$ cat config.mk
export PLATFORM = sky130hd
export DESIGN_NAME = si53xx_cfg_sequencer
export DESIGN_NICKNAME = d
export VERILOG_FILES = /design/src/rtl/si53xx_pkg.sv /design/src/rtl/si53xx_txn_issuer.sv /design/src/rtl/si53xx_cfg_sequencer.sv
export SDC_FILE = /design/constraint.sdc
export NUM_CORES = 1
export LEC_CHECK = 0
export CAP_MARGIN = 20
export CORE_MARGIN = 5
export CORE_UTILIZATION = 33
export DETAILED_ROUTE_END_ITERATION = 10
export SYNTH_ARGS = -nofsm -noshare
export SYNTH_HDL_FRONTEND = slang
export SYNTH_SLANG_ARGS = --single-unit
$ cat constraint.sdc
create_clock -name clk -period 2.98 [get_ports clk]
set_input_delay 0.745 -clock clk [delete_from_list [all_inputs] [get_ports clk]]
set_output_delay 0.745 -clock clk [all_outputs]
set_load 0.01 [all_outputs]
$ cat src/rtl/si53xx_pkg.sv
`default_nettype none
// ============================================================================
// Module      : si53xx_pkg
// Description : Shared constants for the Si53xx configuration sequencer:
//               FSM state encoding, ROM delay-marker byte, page register
//               address and default lock-status register/mask.
// Revision    : 1.0 - initial release
// ============================================================================
package si53xx_pkg;

    // State encoding (explicit 4-bit width)
    localparam logic [3:0] C_ST_STARTUP   = 4'd0;
    localparam logic [3:0] C_ST_FETCH     = 4'd1;
    localparam logic [3:0] C_ST_ROM_WAIT  = 4'd2;
    localparam logic [3:0] C_ST_ROM_WR    = 4'd3;
    localparam logic [3:0] C_ST_DELAY     = 4'd4;
    localparam logic [3:0] C_ST_POLL_PG   = 4'd5;
    localparam logic [3:0] C_ST_POLL_RD   = 4'd6;
    localparam logic [3:0] C_ST_POLL_WAIT = 4'd7;
    localparam logic [3:0] C_ST_IDLE      = 4'd8;
    localparam logic [3:0] C_ST_HOST      = 4'd9;
    localparam logic [3:0] C_ST_ERROR     = 4'd10;

    typedef enum logic [3:0] {
        ST_STARTUP   = C_ST_STARTUP,
        ST_FETCH     = C_ST_FETCH,
        ST_ROM_WAIT  = C_ST_ROM_WAIT,
        ST_ROM_WR    = C_ST_ROM_WR,
        ST_DELAY     = C_ST_DELAY,
        ST_POLL_PG   = C_ST_POLL_PG,
        ST_POLL_RD   = C_ST_POLL_RD,
        ST_POLL_WAIT = C_ST_POLL_WAIT,
        ST_IDLE      = C_ST_IDLE,
        ST_HOST      = C_ST_HOST,
        ST_ERROR     = C_ST_ERROR
    } state_t;

    // ROM entry whose address byte equals this is a wait, not a write
    localparam logic [7:0] C_DELAY_MARKER    = 8'hFF;
    // Page-select register and the page holding the status register
    localparam logic [7:0] C_PAGE_REG        = 8'h01;
    localparam logic [7:0] C_PAGE0           = 8'h00;
    localparam logic [7:0] C_STATUS_ADDR_DEF = 8'h0C;
    localparam logic [7:0] C_STATUS_MASK_DEF = 8'h0F;

endpackage
`default_nettype wire

$ cat src/rtl/si53xx_txn_issuer.sv
`default_nettype none
// ============================================================================
// Module      : si53xx_txn_issuer
// Description : Holds one SPI register transaction. A start pulse while idle
//               captures rnw/addr/wdata and raises spi_req; the request and
//               its fields stay stable until spi_done, then req drops on the
//               following edge. A start in the done cycle is ignored, which
//               guarantees an idle cycle between requests.
// Ports       : clk, reset        - clock, synchronous active-high reset
//               start, rnw, addr, wdata - new transaction (used when idle)
//               spi_done          - engine completion pulse
//               spi_req/rnw/addr/wdata - registered request to the engine
//               txn_done          - spi_done qualified by an open request
// Revision    : 1.0 - initial release
// ============================================================================
module si53xx_txn_issuer (
    input  logic       clk,
    input  logic       reset,
    input  logic       start,
    input  logic       rnw,
    input  logic [7:0] addr,
    input  logic [7:0] wdata,
    input  logic       spi_done,
    output logic       spi_req,
    output logic       spi_rnw,
    output logic [7:0] spi_addr,
    output logic [7:0] spi_wdata,
    output logic       txn_done
);

    logic       r_req;
    logic       r_rnw;
    logic [7:0] r_addr;
    logic [7:0] r_wdata;

    always_ff @(posedge clk) begin
        if (reset) begin
            r_req   <= 1'b0;
            r_rnw   <= 1'b0;
            r_addr  <= 8'h00;
            r_wdata <= 8'h00;
        end else if (r_req) begin
            if (spi_done) begin
                r_req <= 1'b0;
            end
        end else if (start) begin
            r_req   <= 1'b1;
            r_rnw   <= rnw;
            r_addr  <= addr;
            r_wdata <= wdata;
        end
    end

    assign spi_req   = r_req;
    assign spi_rnw   = r_rnw;
    assign spi_addr  = r_addr;
    assign spi_wdata = r_wdata;
    // A stray done after an aborted request must not count
    assign txn_done  = r_req & spi_done;

endmodule
`default_nettype wire

$ cat src/rtl/si53xx_cfg_sequencer.sv
`default_nettype none
// ============================================================================
// Module      : si53xx_cfg_sequencer
// Description : Si53xx PLL bring-up controller. Waits STARTUP_CYCLES, streams
//               the config ROM as register writes (addr byte 8'hFF = delay
//               marker), selects page 0 and polls the status register until
//               the masked bits read zero. Afterwards serves a single host
//               register port, and re-runs bring-up on start_cfg.
// Ports       : clk, reset                 - clock, sync active-high reset
//               start_cfg                  - rerun bring-up (IDLE/ERROR only)
//               rom_addr, rom_data         - config ROM (1-cycle latency)
//               spi_req/rnw/addr/wdata     - request to SPI engine
//               spi_done, spi_rdata        - engine completion and read data
//               host_req/rnw/addr/wdata    - host access request (level)
//               host_ack, host_rdata       - host completion and read data
//               cfg_done, busy, error      - status
// Revision    : 1.0 - initial release
// ============================================================================
module si53xx_cfg_sequencer
    import si53xx_pkg::*;
#(
    parameter int          ROM_DEPTH      = 614,
    parameter logic [31:0] STARTUP_CYCLES = 32'd100,
    parameter logic [31:0] DELAY_CYCLES   = 32'd30000000,
    parameter logic [31:0] POLL_INTERVAL  = 32'd100000,
    parameter int          POLL_LIMIT     = 255,
    parameter logic [7:0]  STATUS_ADDR    = C_STATUS_ADDR_DEF,
    parameter logic [7:0]  STATUS_MASK    = C_STATUS_MASK_DEF
) (
    input  logic        clk,
    input  logic        reset,
    input  logic        start_cfg,
    output logic [9:0]  rom_addr,
    input  logic [15:0] rom_data,
    output logic        spi_req,
    output logic        spi_rnw,
    output logic [7:0]  spi_addr,
    output logic [7:0]  spi_wdata,
    input  logic        spi_done,
    input  logic [7:0]  spi_rdata,
    input  logic        host_req,
    input  logic        host_rnw,
    input  logic [7:0]  host_addr,
    input  logic [7:0]  host_wdata,
    output logic        host_ack,
    output logic [7:0]  host_rdata,
    output logic        cfg_done,
    output logic        busy,
    output logic        error
);

    localparam logic [9:0] c_rom_last   = 10'(ROM_DEPTH - 1);
    localparam logic [7:0] c_poll_limit = 8'(POLL_LIMIT);

    state_t      r_state;
    state_t      w_state_next;
    logic [31:0] r_timer;
    logic [9:0]  r_rom_addr;
    logic [15:0] r_rom_word;
    logic [7:0]  r_poll_cnt;
    logic        r_cfg_done;
    logic        r_error;
    logic        r_host_ack;
    logic [7:0]  r_host_rdata;
    logic        r_host_from_err;

    logic        w_txn_start;
    logic        w_txn_rnw;
    logic [7:0]  w_txn_addr;
    logic [7:0]  w_txn_wdata;
    logic        w_txn_done;
    logic        w_rom_adv;
    logic        w_poll_fail;
    logic        w_lock;
    logic        w_restart;
    logic        w_host_go;
    logic        w_host_fin;
    logic [7:0]  w_poll_inc;

    assign w_poll_inc = r_poll_cnt + 8'd1;

    si53xx_txn_issuer u_issuer (
        .clk      (clk),
        .reset    (reset),
        .start    (w_txn_start),
        .rnw      (w_txn_rnw),
        .addr     (w_txn_addr),
        .wdata    (w_txn_wdata),
        .spi_done (spi_done),
        .spi_req  (spi_req),
        .spi_rnw  (spi_rnw),
        .spi_addr (spi_addr),
        .spi_wdata(spi_wdata),
        .txn_done (w_txn_done)
    );

    // ------------------------------------------------------------------
    // State register
    // ------------------------------------------------------------------
    always_ff @(posedge clk) begin
        if (reset) begin
            r_state <= ST_STARTUP;
        end else begin
            r_state <= w_state_next;
        end
    end

    // ------------------------------------------------------------------
    // Next-state and transaction control
    // ------------------------------------------------------------------
    always_comb begin
        w_state_next = r_state;
        w_txn_start  = 1'b0;
        w_txn_rnw    = 1'b0;
        w_txn_addr   = 8'h00;
        w_txn_wdata  = 8'h00;
        w_rom_adv    = 1'b0;
        w_poll_fail  = 1'b0;
        w_lock       = 1'b0;
        w_restart    = 1'b0;
        w_host_go    = 1'b0;
        w_host_fin   = 1'b0;

        case (r_state)
            ST_STARTUP: begin
                if (r_timer == STARTUP_CYCLES - 32'd1) begin
                    w_state_next = ST_FETCH;
                end
            end
            ST_FETCH: begin
                w_state_next = ST_ROM_WAIT;
            end
            ST_ROM_WAIT: begin
                w_state_next = (rom_data[15:8] == C_DELAY_MARKER) ? ST_DELAY : ST_ROM_WR;
            end
            ST_ROM_WR: begin
                // Request is raised in the first cycle of the state only;
                // the state is left on the done edge.
                w_txn_start = ~spi_req;
                w_txn_addr  = r_rom_word[15:8];
                w_txn_wdata = r_rom_word[7:0];
                if (w_txn_done) begin
                    w_rom_adv    = 1'b1;
                    w_state_next = (r_rom_addr == c_rom_last) ? ST_POLL_PG : ST_FETCH;
                end
            end
            ST_DELAY: begin
                if (r_timer == DELAY_CYCLES - 32'd1) begin
                    w_rom_adv    = 1'b1;
                    w_state_next = (r_rom_addr == c_rom_last) ? ST_POLL_PG : ST_FETCH;
                end
            end
            ST_POLL_PG: begin
                w_txn_start = ~spi_req;
                w_txn_addr  = C_PAGE_REG;
                w_txn_wdata = C_PAGE0;
                if (w_txn_done) begin
                    w_state_next = ST_POLL_RD;
                end
            end
            ST_POLL_RD: begin
                w_txn_start = ~spi_req;
                w_txn_rnw   = 1'b1;
                w_txn_addr  = STATUS_ADDR;
                if (w_txn_done) begin
                    if ((spi_rdata & STATUS_MASK) == 8'h00) begin
                        w_lock       = 1'b1;
                        w_state_next = ST_IDLE;
                    end else begin
                        w_poll_fail  = 1'b1;
                        w_state_next = (w_poll_inc == c_poll_limit) ? ST_ERROR : ST_POLL_WAIT;
                    end
                end
            end
            ST_POLL_WAIT: begin
                if (r_timer == POLL_INTERVAL - 32'd1) begin
                    w_state_next = ST_POLL_RD;
                end
            end
            ST_IDLE, ST_ERROR: begin
                // While host_ack is high the host has not yet had a chance
                // to drop host_req, so that cycle does not start an access.
                if (start_cfg) begin
                    w_restart    = 1'b1;
                    w_state_next = ST_STARTUP;
                end else if (host_req && !r_host_ack) begin
                    w_host_go    = 1'b1;
                    w_txn_start  = 1'b1;
                    w_txn_rnw    = host_rnw;
                    w_txn_addr   = host_addr;
                    w_txn_wdata  = host_wdata;
                    w_state_next = ST_HOST;
                end
            end
            ST_HOST: begin
                if (w_txn_done) begin
                    w_host_fin   = 1'b1;
                    w_state_next = r_host_from_err ? ST_ERROR : ST_IDLE;
                end
            end
            default: begin
                w_state_next = ST_STARTUP;
            end
        endcase
    end

    // ------------------------------------------------------------------
    // Datapath registers
    // ------------------------------------------------------------------
    always_ff @(posedge clk) begin
        if (reset) begin
            r_timer         <= 32'd0;
            r_rom_addr      <= 10'd0;
            r_rom_word      <= 16'h0000;
            r_poll_cnt      <= 8'd0;
            r_cfg_done      <= 1'b0;
            r_error         <= 1'b0;
            r_host_ack      <= 1'b0;
            r_host_rdata    <= 8'h00;
            r_host_from_err <= 1'b0;
        end else begin
            // Single timer shared by STARTUP, DELAY and POLL_WAIT: it
            // restarts from zero on every state change.
            r_timer    <= (w_state_next != r_state) ? 32'd0 : r_timer + 32'd1;
            r_host_ack <= w_host_fin;

            if (r_state == ST_ROM_WAIT) begin
                r_rom_word <= rom_data;
            end
            // Address saturates at the last entry
            if (w_rom_adv && (r_rom_addr != c_rom_last)) begin
                r_rom_addr <= r_rom_addr + 10'd1;
            end
            if (w_poll_fail) begin
                r_poll_cnt <= w_poll_inc;
                if (w_poll_inc == c_poll_limit) begin
                    r_error <= 1'b1;
                end
            end
            if (w_lock) begin
                r_cfg_done <= 1'b1;
            end
            if (w_restart) begin
                r_rom_addr <= 10'd0;
                r_poll_cnt <= 8'd0;
                r_cfg_done <= 1'b0;
                r_error    <= 1'b0;
            end
            if (w_host_go) begin
                r_host_from_err <= (r_state == ST_ERROR);
            end
            if (w_host_fin && spi_rnw) begin
                r_host_rdata <= spi_rdata;
            end
        end
    end

    assign rom_addr   = r_rom_addr;
    assign host_ack   = r_host_ack;
    assign host_rdata = r_host_rdata;
    assign cfg_done   = r_cfg_done;
    assign error      = r_error;
    assign busy       = (r_state != ST_IDLE) && (r_state != ST_ERROR);

endmodule
`default_nettype wire

==> impl_results.md <==
* Max-slew violations at 0
* Min cycle time layout at 2.70 ns
* Core footprint at 14600 um2
* Total Power at 0.00254 W
* Later-pin clock latency in the skew report at 0.34 ns
* Largest net degree at the start of global routing at 40
* Endpoints failing hold at 0
* Die Y at 132 um
* Initial antenna violation count at 0
* Startpoint types: primary input
* Final net count at 694
* Cell count after synthesis at 568
* Estimated wirelength of the detail-placed design at 8930 um
* Critical path type: primary input to flop
* Predominant post-synthesis flop cell: dfxtp_1
* Filler Cells Inserted at 1414
* Tightest Pin Transition at 0.656 ns
* # hold bufs at CTS at 0
* Pwr/cell area at 408 nW/um2
* DRC Markers at 0
* Finished Cell Area at 6240 um2
* Clock transition at path regs at 0.07 ns
* Die Area at 17500 um2
* Cell Rows at 44
* Reg2reg start: r_state[2]$_SDFF_PP0_
* H-tree Lvls at 3
* Synth Cell Area at 4930 um2
* Max Fanout on Critical Path at 32
* Overflow after GRT at 0
* Net Count, Synth at 619
* Fmax achieved at 371 MHz
* Met3 wire length at 617 um
* Count leader, synth: dfxtp_1
* Worst setup path start: rom_data[15]
* Synth unique cells at 57
* Share of cells above drive strength 1 at 0.0787
* Warnings, synthesis at 0
* Post-route ant nets at 0
* Vias per cell at 5.32
* RSZ-0062 raised after global routing: no
* Hold wc startpoint: cfg_done$_SDFFE_PP0P_
* Detailed Route Iter0 Violations at 203
* Commonest cells post-synth: dfxtp_1, nand2_1, nor2_1, nor4_1, a21oi_1
* Worst-case clock buffer depth at 2
* PostCTS Resize Cnt at 0
* Non-Filler Instances at 832
* Synthesized flop and latch total at 100
* Post-synthesis async set-or-reset flop share at 0
* Avg Cell Area, Syn at 8.68 um2
* CTS Buf Count at 9
* VDD IR-drop max at 278 uV
* Final setup viols at 0
* Global-route wire length before repair at 20500 um
* Yosys top cell area share at 0.406
* Io pins at 86
* Area growth syn-to-layout at 26.6%
* Cell taking the most area after synthesis: dfxtp_1
* Status: completed
* Clk_skew at 0.00985 ns
* Drt pass-1 iters at 5
* Number of diodes at 0
* Routed length per instance at 15.0 um
* Die Wd at 132 um
* Port buffer count at 85
* CP Capture Type: flop
* Relative slew slack at 0.563
* CP required at 3.22 ns
* Crit share post-route at 0.906
* Arr. time, crit path at 2.94 ns
* Setup Buffers After CTS at 0
* Clock root buffer: clkbuf_16
* Max cap viols at 0
* Vias in the first global route at 4207
* Number of synthesized flops with an enable pin at 0
* Synth area leaders: dfxtp_1, nand2_1, nor2_1
* Vias post-DR at 4424
* Post-DP Area at 5960 um2
* WL final at 12400 um
* Seq/Total Area, Yosys at 0.406
* Met2 wire len at 5540 um
* Final TNS setup at 0 ns
* CTS tree: done
* Top layer in use: met4
* LEAKAGE at 2.06 nW
* Gr usage total at 0.138
* WL met1 at 6130 um
* Post-Place Cells at 816
* RePlAce Congestion at 0.811
* Starting Density at 0.338
* Min-Delay Path Class: flop to flop
* CTS sink cnt at 100
metal layers:
metal  track usage  up-vias
met5             0        -
met4        0.0407        0
met3        0.0351        9
met2         0.216      117
met1         0.188     2081
li1              -     2217
placed cells by master, fill, tap and decap left out, types with 5 or more instances in the layout:
cell,Yosys,routed
dfxtp_1,100,100
clkdlybuf4s50_1,0,84
nand2_1,62,62
nor2_1,60,60
nor4_1,33,33
a21oi_1,26,26
xor2_1,25,25
xnor2_1,23,23
a211oi_1,20,20
nor3_1,19,17
nand4_1,16,16
nand3_1,15,15
a22oi_1,14,14
inv_1,13,13
buf_4,2,12
and3_1,10,10
mux2i_1,9,9
clkbuf_16,0,9
nor4_2,8,8
nor2b_1,8,8
and2_1,6,6
o21ai_0,6,6
o2111ai_1,5,5
and4_1,5,5
ha_1,5,5
stage by stage:
| step | worst slack [ns] | util | hold slack [ns] |
|---|---|---|---|
| after floorplan | 0.617 | - | 0.436 |
| after global placement | 0.0167 | 0.409 | 0.443 |
| after detailed placement | -0.0355 | 0.409 | 0.445 |
| after CTS | 0.304 | 0.428 | 0.456 |
| after global routing | 0.128 | 0.428 | 0.468 |
| final | 0.281 | 0.428 | 0.451 |
power by group:
part | switching (W) | internal, W
registers | 0.00000438 | 0.00134
logic | 0.0000445 | 0.0000621
clock network | 0.000521 | 0.000573
worst paths after layout:
kind              cells past startpoint                      to  slack (ns)
hold reg to reg                       2   cfg_done$_SDFFE_PP0P_        0.45
setup reg to reg                      7  r_timer[13]$_SDFF_PP0_        0.53
hold / removal                        2   cfg_done$_SDFFE_PP0P_        0.45
setup / recovery                      8  r_timer[13]$_SDFF_PP0_        0.28
flip-flops by register name (all words and copies together) (netlist names):
name,flops
error,1
u_issuer.spi_req,1
r_host_from_err,1
r_timer,32
r_state,4
cfg_done,1
u_issuer.spi_addr,8
r_poll_cnt,8
r_rom_word,16
host_rdata,8
u_issuer.spi_rnw,1
rom_addr,10
u_issuer.spi_wdata,8
host_ack,1
logic make-up after synthesis:
kind of cell	Yosys count	share of synthesized area
AND/OR/NAND/NOR	265	0.297
flip-flops	100	0.406
AO/OA/AOI/OAI	93	0.133
XOR/XNOR	48	0.0853
buffers and inverters	48	0.0472
multiplexers	9	0.0183
adder cells (fa/ha/maj)	5	0.0127
layout make-up:
type	count	area, um2	area share
clock buffer	10	229	0.0367
multi-input combinational	420	2700	0.433
clock inverter	6	48.8	0.00782
sequential	100	2000	0.321
inverter	13	48.8	0.00782
tap	184	230	0.0369
timing repair buffer	99	976	0.156
critical path, cell delays in order:
cell	delay, ns
clkdlybuf4s50_1	0.50
nand4_1	0.17
o21ai_0	0.46
o211ai_2	0.19
nor3_2	0.27
a31oi_4	0.13
buf_12	0.19
nor4_1	0.29
(Power assumes the default switching activity.)
